<file path="src/rtl/uart_cmd_pkg.sv">
// Shared opcodes, response bytes and FSM state encoding for the uart command responder.
package uart_cmd_pkg;

  localparam logic [7:0] CMD_RD       = 8'h52;
  localparam logic [7:0] CMD_WR       = 8'h57;
  localparam logic [7:0] RSP_OK       = 8'h4B;
  localparam logic [7:0] RSP_BAD      = 8'h3F;
  localparam logic [7:0] RSP_CSUM_ERR = 8'h45;

  typedef enum logic [3:0] {
    S_IDLE,
    S_GET_ADDR,
    S_GET_DATA,
    S_GET_CSUM,
    S_BUS_WR,
    S_BUS_RD,
    S_BUS_WAIT,
    S_SEND,
    S_SEND2
  } state_e;

  function automatic logic is_rx_state(state_e s);
    return (s == S_IDLE) || (s == S_GET_ADDR) || (s == S_GET_DATA) || (s == S_GET_CSUM);
  endfunction

endpackage

</file>
<file path="src/rtl/uart_cmd_timeout.sv">
// Inter-byte timeout counter: counts while enabled, flags expiry at TIMEOUT_CYCLES-1.
// TIMEOUT_CYCLES must be at least 2.
module uart_cmd_timeout #(
  parameter int TIMEOUT_CYCLES = 50000
) (
  input  logic clk,
  input  logic reset,
  input  logic clear,
  input  logic enable,
  output logic expired
);

  localparam int CW = $clog2(TIMEOUT_CYCLES);

  logic [CW-1:0] cnt_q, cnt_d;

  always_comb begin
    expired = enable && (cnt_q == CW'(TIMEOUT_CYCLES - 1));
    cnt_d   = cnt_q;
    if (clear)
      cnt_d = '0;
    else if (enable && !expired)
      cnt_d = cnt_q + 1'b1;
  end

  always_ff @(posedge clk) begin
    if (reset) cnt_q <= '0;
    else       cnt_q <= cnt_d;
  end

endmodule

</file>
<file path="src/rtl/uart_cmd_responder.sv">
// Parses 'R'/'W' command packets from the uart rx FIFO, runs one register bus access,
// and pushes a response byte to the tx FIFO. Define UART_CMD_CSUM_EN for trailing XOR checksums.
module uart_cmd_responder
  import uart_cmd_pkg::*;
#(
  parameter int D_BITS         = 8,
  parameter int ADDR_BITS      = 8,
  parameter int TIMEOUT_CYCLES = 50000
) (
  input  logic                 clk,
  input  logic                 reset,
  input  logic                 rx_empty,
  input  logic [D_BITS-1:0]    r_data,
  output logic                 rd_uart,
  input  logic                 tx_full,
  output logic [D_BITS-1:0]    w_data,
  output logic                 wr_uart,
  output logic [ADDR_BITS-1:0] bus_addr,
  output logic [D_BITS-1:0]    bus_wdata,
  output logic                 bus_we,
  output logic                 bus_re,
  input  logic [D_BITS-1:0]    bus_rdata,
  output logic                 busy
);

  state_e                 state_q, state_d;
  logic                   op_wr_q, op_wr_d;
  logic [ADDR_BITS-1:0]   addr_q, addr_d;
  logic [D_BITS-1:0]      data_q, data_d;
  logic [D_BITS-1:0]      rsp_q, rsp_d;
  logic                   pop_q;
  logic                   pop, in_get, expired;
`ifdef UART_CMD_CSUM_EN
  logic [D_BITS-1:0]      csum_q, csum_d;
  logic                   two_q, two_d;
`endif

  // pop_q enforces the one-byte-per-two-cycles limit on rx pops
  always_comb begin
    in_get = is_rx_state(state_q) && (state_q != S_IDLE);
    pop    = is_rx_state(state_q) && !rx_empty && !pop_q && !reset;
  end

  uart_cmd_timeout #(
    .TIMEOUT_CYCLES(TIMEOUT_CYCLES)
  ) u_timeout (
    .clk    (clk),
    .reset  (reset),
    .clear  (pop || !in_get),
    .enable (in_get),
    .expired(expired)
  );

  always_comb begin
    state_d = state_q;
    op_wr_d = op_wr_q;
    addr_d  = addr_q;
    data_d  = data_q;
    rsp_d   = rsp_q;
    wr_uart = 1'b0;
`ifdef UART_CMD_CSUM_EN
    csum_d  = csum_q;
    two_d   = two_q;
`endif
    case (state_q)
      S_IDLE: begin
`ifdef UART_CMD_CSUM_EN
        two_d = 1'b0;
`endif
        if (pop) begin
`ifdef UART_CMD_CSUM_EN
          csum_d = r_data;
`endif
          if (r_data == D_BITS'(CMD_RD)) begin
            op_wr_d = 1'b0;
            state_d = S_GET_ADDR;
          end else if (r_data == D_BITS'(CMD_WR)) begin
            op_wr_d = 1'b1;
            state_d = S_GET_ADDR;
          end else begin
            rsp_d   = D_BITS'(RSP_BAD);
            state_d = S_SEND;
          end
        end
      end
      S_GET_ADDR: begin
        if (pop) begin
          addr_d = r_data[ADDR_BITS-1:0];
`ifdef UART_CMD_CSUM_EN
          csum_d  = csum_q ^ r_data;
          state_d = op_wr_q ? S_GET_DATA : S_GET_CSUM;
`else
          state_d = op_wr_q ? S_GET_DATA : S_BUS_RD;
`endif
        end else if (expired) begin
          state_d = S_IDLE;
        end
      end
      S_GET_DATA: begin
        if (pop) begin
          data_d = r_data;
`ifdef UART_CMD_CSUM_EN
          csum_d  = csum_q ^ r_data;
          state_d = S_GET_CSUM;
`else
          state_d = S_BUS_WR;
`endif
        end else if (expired) begin
          state_d = S_IDLE;
        end
      end
`ifdef UART_CMD_CSUM_EN
      S_GET_CSUM: begin
        if (pop) begin
          if (r_data == csum_q) begin
            state_d = op_wr_q ? S_BUS_WR : S_BUS_RD;
          end else begin
            rsp_d   = D_BITS'(RSP_CSUM_ERR);
            state_d = S_SEND;
          end
        end else if (expired) begin
          state_d = S_IDLE;
        end
      end
`endif
      S_BUS_WR: begin
        rsp_d   = D_BITS'(RSP_OK);
        // Pass through BUS_WAIT so write and read responses land at the same latency
        state_d = S_BUS_WAIT;
      end
      S_BUS_RD: state_d = S_BUS_WAIT;
      S_BUS_WAIT: begin
        if (!op_wr_q) rsp_d = bus_rdata;
`ifdef UART_CMD_CSUM_EN
        two_d = !op_wr_q;
`endif
        state_d = S_SEND;
      end
      S_SEND: begin
        if (!tx_full) begin
          wr_uart = 1'b1;
`ifdef UART_CMD_CSUM_EN
          state_d = two_q ? S_SEND2 : S_IDLE;
`else
          state_d = S_IDLE;
`endif
        end
      end
`ifdef UART_CMD_CSUM_EN
      S_SEND2: begin
        if (!tx_full) begin
          wr_uart = 1'b1;
          two_d   = 1'b0;
          state_d = S_IDLE;
        end
      end
`endif
      default: state_d = S_IDLE;
    endcase
  end

  always_comb begin
    rd_uart   = pop;
    w_data    = rsp_q;
    bus_addr  = addr_q;
    bus_wdata = data_q;
    bus_we    = (state_q == S_BUS_WR);
    bus_re    = (state_q == S_BUS_RD);
    busy      = (state_q != S_IDLE);
  end

  always_ff @(posedge clk) begin
    if (reset) begin
      state_q <= S_IDLE;
      op_wr_q <= 1'b0;
      addr_q  <= '0;
      data_q  <= '0;
      rsp_q   <= '0;
      pop_q   <= 1'b0;
`ifdef UART_CMD_CSUM_EN
      csum_q  <= '0;
      two_q   <= 1'b0;
`endif
    end else begin
      state_q <= state_d;
      op_wr_q <= op_wr_d;
      addr_q  <= addr_d;
      data_q  <= data_d;
      rsp_q   <= rsp_d;
      pop_q   <= pop;
`ifdef UART_CMD_CSUM_EN
      csum_q  <= csum_d;
      two_q   <= two_d;
`endif
    end
  end

endmodule

</file>
<file path="config.mk">
export PLATFORM = sky130hd
export DESIGN_NAME = uart_cmd_responder
export DESIGN_NICKNAME = d
export VERILOG_FILES = /design/src/rtl/uart_cmd_pkg.sv /design/src/rtl/uart_cmd_timeout.sv /design/src/rtl/uart_cmd_responder.sv
export SDC_FILE = /design/constraint.sdc
export NUM_CORES = 1
export LEC_CHECK = 0
export ABC_AREA = 0
export CAP_MARGIN = 40
export CORE_MARGIN = 8
export CORE_UTILIZATION = 50
export CTS_CLUSTER_DIAMETER = 200
export DETAILED_ROUTE_END_ITERATION = 8
export PLACE_DENSITY_LB_ADDON = 0.08
export SLEW_MARGIN = 25
export SYNTH_ARGS = -nofsm -noshare
export SYNTH_HDL_FRONTEND = slang
export SYNTH_HIERARCHICAL = 1
export SYNTH_SLANG_ARGS = --single-unit
</file>
<file path="constraint.sdc">
create_clock -name clk -period 2.75 [get_ports clk]
set_clock_uncertainty 0.1 [all_clocks]
set_input_delay 0.55 -clock clk [delete_from_list [all_inputs] [get_ports clk]]
set_output_delay 0.55 -clock clk [all_outputs]
set_load 0.1 [all_outputs]
</file>
### Yosys cells after proc, flatten, opt, wreduce, memory -nomap -nowiden

Cells that the tools add are included.

| cells by class | value |
|---|---|
| add/subtract/negate cells | 1 |
| equality and inequality tests | 15 |
| mux-type cells | 18 |
| reduce and logical (&&, ||, !) cells | 26 |

Operator list:

| kind | count |
|---|---|
| $mux W8 | 4 |
| $pmux W4 S6 | 1 |
| $pmux W8 S3 | 1 |
| $mux W4 | 5 |
| $add A16 B1 Y16 const B | 1 |
| $eq A16 B16 Y1 const B | 1 |
| $eq A4 B3 Y1 const B | 4 |
| $eq A8 B7 Y1 const B | 2 |
| $ne A2 B2 Y1 const B | 5 |
| $mux W3 | 3 |
| $eq A4 B2 Y1 const B | 2 |
| $logic_and A1 B1 Y1 | 6 |
| $reduce_and A2 Y1 | 3 |
| $logic_not A1 Y1 | 5 |
| $reduce_and A5 Y1 | 1 |
| $eq A4 B1 Y1 const B | 1 |
| $logic_not A4 Y1 | 1 |
| $logic_or A1 B1 Y1 | 4 |
| $mux W1 | 4 |
| $reduce_bool A4 Y1 | 1 |
| $reduce_or A2 Y1 | 2 |
| $reduce_and A3 Y1 | 1 |
| $reduce_bool A3 Y1 | 1 |
| $reduce_bool A2 Y1 | 1 |

| storage, ports and cells | value |
|---|---|
| register bits after elaboration | 46 |
| input bits | 20 |
| output and inout bits | 29 |

### Logic depth before layout (Yosys ltp)

| depth | value |
|---|---|
| depth in word-level cells | 9 |
| gate-level depth with buffers | 10 |

### Cells and area by module

Netlist, hierarchy kept.

Modules (own cells, without submodules):

| module | times used | cells an instance | area an instance (um2) | sequential area each (um2) |
|---|---|---|---|---|
| uart_cmd_responder | 1 | 147 | 1,417.6 | 600.6 |
| uart_cmd_timeout | 1 | 99 | 863.3 | 320.3 |

### Worst setup path before layout

OpenSTA, ideal clock, no wires.

| timing | value |
|---|---|
| kind | register to output |
| from | register state_q[2] |
| to | output bus_we |
| arrival time | 2.079 ns |
| data required time | 2.100 ns |
| setup slack | 0.021 ns |
| cell stages (with the launch flop) | 4 |
| path buffers | 1 |
| cells stage by stage | dfxtp_1 buf_6 or3b_4 nor2_1 |

| on the way | value |
|---|---|
| longest elaborated chain between the ends | 1 |

Ends and longest elaborated chain:

| element | line | source |
|---|---|---|
| start, declared | uart_cmd_responder.sv:26 | `state_e state_q, state_d;` |
| start signal, assigned | uart_cmd_responder.sv:185 | `state_q <= state_d;` |
| $eq A4 B3 Y1 | uart_cmd_responder.sv:167 | `bus_we = (state_q == S_BUS_WR);` |
| end, declared | uart_cmd_responder.sv:20 | `output logic bus_we,` |

No other way between the ends.

### Final worst setup path

| timing | value |
|---|---|
| from | input rx_empty |
| to | output rd_uart |

| on the way | value |
|---|---|
| longest elaborated chain between the ends | 4 |

Ends and longest elaborated chain:

| element | line | source |
|---|---|---|
| start, declared | uart_cmd_responder.sv:12 | `input logic rx_empty,` |
| $logic_not A1 Y1 | uart_cmd_responder.sv:41 | `pop = is_rx_state(state_q) && !rx_empty && !pop_q && !reset;` |
| $logic_and A1 B1 Y1 (3 in series) | uart_cmd_responder.sv:41 |  |
| end, declared | uart_cmd_responder.sv:14 | `output logic rd_uart,` |

No other way between the ends.

==> results by group <==
Finish
  – Area growth from synthesis to layout: 25.8%
  – Proportion of layout cells with a drive suffix above 1: 24.0%
  – Fin nets: around 320
  – Final non-filler cell total: between 300 and 400
  – Diode count: 0

Route
  – Post-route antenna net violation count: 0
  – Wire per inst: between 10 and 15 um
  – DR iter-0 viols: 61
  – DR pass1 iterations: 4
  – Vias per cell: about 5.6
  – DR vias: 1,937
  – Total Wirelength: 5000 um
  – DRC: 0

Worst hold path
  – Worst min-delay path startpoint: w_data[6]$_SDFFE_PP0P_
  – Min-delay worst type: reg2reg
  – Min-Delay Path Depth: 2
  – Hold path endpoint: w_data[6]$_SDFFE_PP0P_

Synthesis
  – Mux contribution to synthesized area: 8.78%
  – Mean Syn Cell Area: between 9 and 10 um2
  – Commonest register cell after synthesis: dfxtp_1
  – Synth top area share: between 40 and 50%
  – Area contributors post-synth: dfxtp_1 40%, mux2i_1 8.8%, nor2_1 5.3%
  – Combinational family with the most area after synthesis: simple AND/OR/NAND/NOR gates
  – Syn Inst Count: 246
  – Syn nets: 267
  – Synth unique cells: 56
  – EDFF count, synth: 0
  – Dominant cell type by area after synthesis: dfxtp_1
  – Flop and latch count out of synthesis: 46
  – Post-synthesis adder-cell area fraction: 0.549%
  – XOR/XNOR Fraction of Synth Area: 3.84%
  – Seq/Total Area, Yosys: 40.4%
  – Area fraction in compound gates after synthesis: 13.0%
  – Commonest cells in the netlist: 46 x dfxtp_1, 32 x nor2_1, 20 x mux2i_1, 20 x nand2_1, 10 x inv_1
  – Async set-reset flop share out of synthesis: 0%
  – Count leader, synth: dfxtp_1
  – Simple-Gate Fraction of Synth Area: 27.6%
  – Netlist Area Pre-Place: roughly 2300 um2
  – Synth warn: 6

Placement
  – Final Wtd Congestion: 0.800
  – Post-place setup slack: about 0.36 ns
  – DP Wirelength: 3660 um
  – Port bufs: 48
  – Inst Count DP: ~340

Flow run
  – Max Cap Violations: 0

STA
  – Final Hold Viols: 0
  – Slew Limit Fails: 0
  – RSZ-0062 raised after global routing: false
  – Min Tclk post-route: between 2 and 2.5 ns
  – Worst Slack Setup Final: 0.352 ns
  – Fmax: 417 MHz
  – Final worst path period share: between 80 and 90%
  – Setup total negative slack: 0 ns
  – Final setup vio count: 0

Power and ir drop
  – P per Cell Area: about 500 nW/um2
  – Clock power share: 35.8%
  – Gate power share: 15.6%
  – Switching share of power: between 20% and 30%
  – Leakage power: 1.23 nW
  – Design Power: 1.42 mW
  – Peak supply drop: 0.284 mV
  – P_int: 1.05 mW
  – Reg power frac: 48.6%
  – Net Sw Power: 369 uW

Clocking
  – CTS Sinks: 46
  – CTS tree: done
  – Depth of the CTS H-tree: 2
  – Post-CTS Hold Fix Bufs: 0
  – CTS buffer count: 5
  – Clk_lat worst skew: about 0.29 ns
  – Root Buffer: clkbuf_8
  – CTS Buffer Depth: 2
  – Clk slew on worst S/H paths: 0.08 ns
  – Setup Buffers After CTS: 0
  – Post-CTS sizing: 0

Die
  – Cell Rows: 24
  – Die area: 6980 um2
  – Core area: about 4400 um2
  – Chip Height: roughly 84 um
  – Chip Width: around 84 um
  – Initial Util: 52.0%
  – I/O pin cnt: 49

Worst setup path
  – CP max FO: 7
  – Crit-path cells: clkdlybuf4s50_1, nor3_4, nand2_4, clkinv_1, buf_12
  – CP Capture Type: output port
  – FF-to-FF setup slack: 0.56 ns
  – Reg-to-reg critical path endpoint: state_q[1]$_SDFFE_PP0P_
  – WS Path Type: in2out
  – CP peak stage delay: 0.44 ns
  – CP Data Required Time: 2.10 ns
  – Arr. time, crit path: 1.75 ns
  – FF-to-FF path depth: 8
  – CP max-delay cell: clkdlybuf4s50_1
  – CP startpoint kind: input pin
  – Worst r2r src: u_timeout/cnt_q[0]$_SDFFE_PP0P_

Global routing
  – Initial antenna violation count: 0
  – Grt total ovfl: 0
  – First-pass GRT wire length: 8600 um
  – Vias in the first global route: between 1,500 and 2,000
  – Pin count of the biggest net entering global routing: 29
  – Total track usage: 14.2%

Run status
  – Status: finished, final reports clean
==> metal layers <==
metal	vias up	wire (um)	global-route usage [%]
li1	986	-	-
met1	887	2510	18.4
met2	56	2090	21.1
met3	8	334	5.37
met4	0	59	4.71
met5	-	0	0
==> cell usage in the layout (no fill, tap or decap), types with 2 or more instances in the layout <==
cell and count:
a21oi_1 6, a221oi_1 6, a311o_2 3, a31oi_1 2, a41o_1 2, and2_1 2
and3_1 2, and4bb_2 3, buf_12 3, buf_4 33, clkbuf_8 6, clkdlybuf4s50_1 19
dfxtp_1 46, inv_1 10, mux2i_1 20, nand2_1 20, nand3_1 8, nand4_1 7
nor2_1 32, nor2_2 4, nor3_1 2, nor4_1 5, nor4b_1 2, o21ai_0 4
o22ai_1 2, o311a_1 3, o31ai_1 2, or2_2 2, or3_1 2, or3b_2 3
xnor2_1 8, xor2_1 2
==> worst max-delay path, delay by kind of cell <==
kind | cells | cell delay (ns)
buf+inv | 3 | 0.85
simple gates | 2 | 0.35
==> metrics by stage <==
| step | cell area [um2] | hold slack (ns) | util, % |
|---|---|---|---|
| floorplan | 2280 | 0.370 | - |
| CTS | 2870 | 0.375 | 65.4 |
| finish | 2870 | 0.372 | 65.4 |
| global placement | 2760 | 0.351 | 62.9 |
| detailed placement | 2760 | 0.364 | 62.9 |
| global route | 2870 | 0.387 | 65.4 |
==> flip-flops by register name, summed over array words and instances (netlist names) <==
name             count
u_timeout/cnt_q     16
bus_addr             8
bus_wdata            8
w_data               8
state_q              4
op_wr_q              1
pop_q                1
==> worst max path at each step <==
| stage | slack, ns | startpoint | to |
|---|---|---|---|
| after floorplan | 0.02 | state_q[2]$_SDFFE_PP0P_ | bus_we |
| after global placement | 0.36 | reset | rd_uart |
| after detailed placement | 0.36 | reset | rd_uart |
| after CTS | 0.35 | rx_empty | rd_uart |
| after global routing | 0.29 | reset | rd_uart |
| final | 0.35 | rx_empty | rd_uart |
==> cell families after synthesis <==
logic type                 after synthesis
xor gates and xnor gates                10
AOI/OAI and AO/OA                       36
and+or+nand+nor                        109
adders and majority gates                1
DFF                                     46
other                                    1
muxes                                   20
buffers and inverters                   23
==> power groups by stage <==
stage                     Combinational [mW]  Sequential (mW)  Clock (mW)
after detailed placement               0.221            0.704           0
after floorplan                       0.0978            0.759           0
final                                  0.221            0.688       0.507
after CTS                              0.222            0.688       0.524
after global placement                 0.220            0.704           0
after global routing                   0.232            0.690       0.551
==> area by class of cell <==
| type | count | area, um2 |
|---|---|---|
| tap | 52 | 65.1 |
| multi-input combinational | 177 | 1230 |
| inverter | 11 | 41.3 |
| fill | 381 | 1520 |
| timing repair buffer | 55 | 498 |
| clock buffer | 6 | 82.6 |
| sequential | 46 | 921 |
| clock inverter | 1 | 30.0 |
Power figures use the tool's default switching activity.
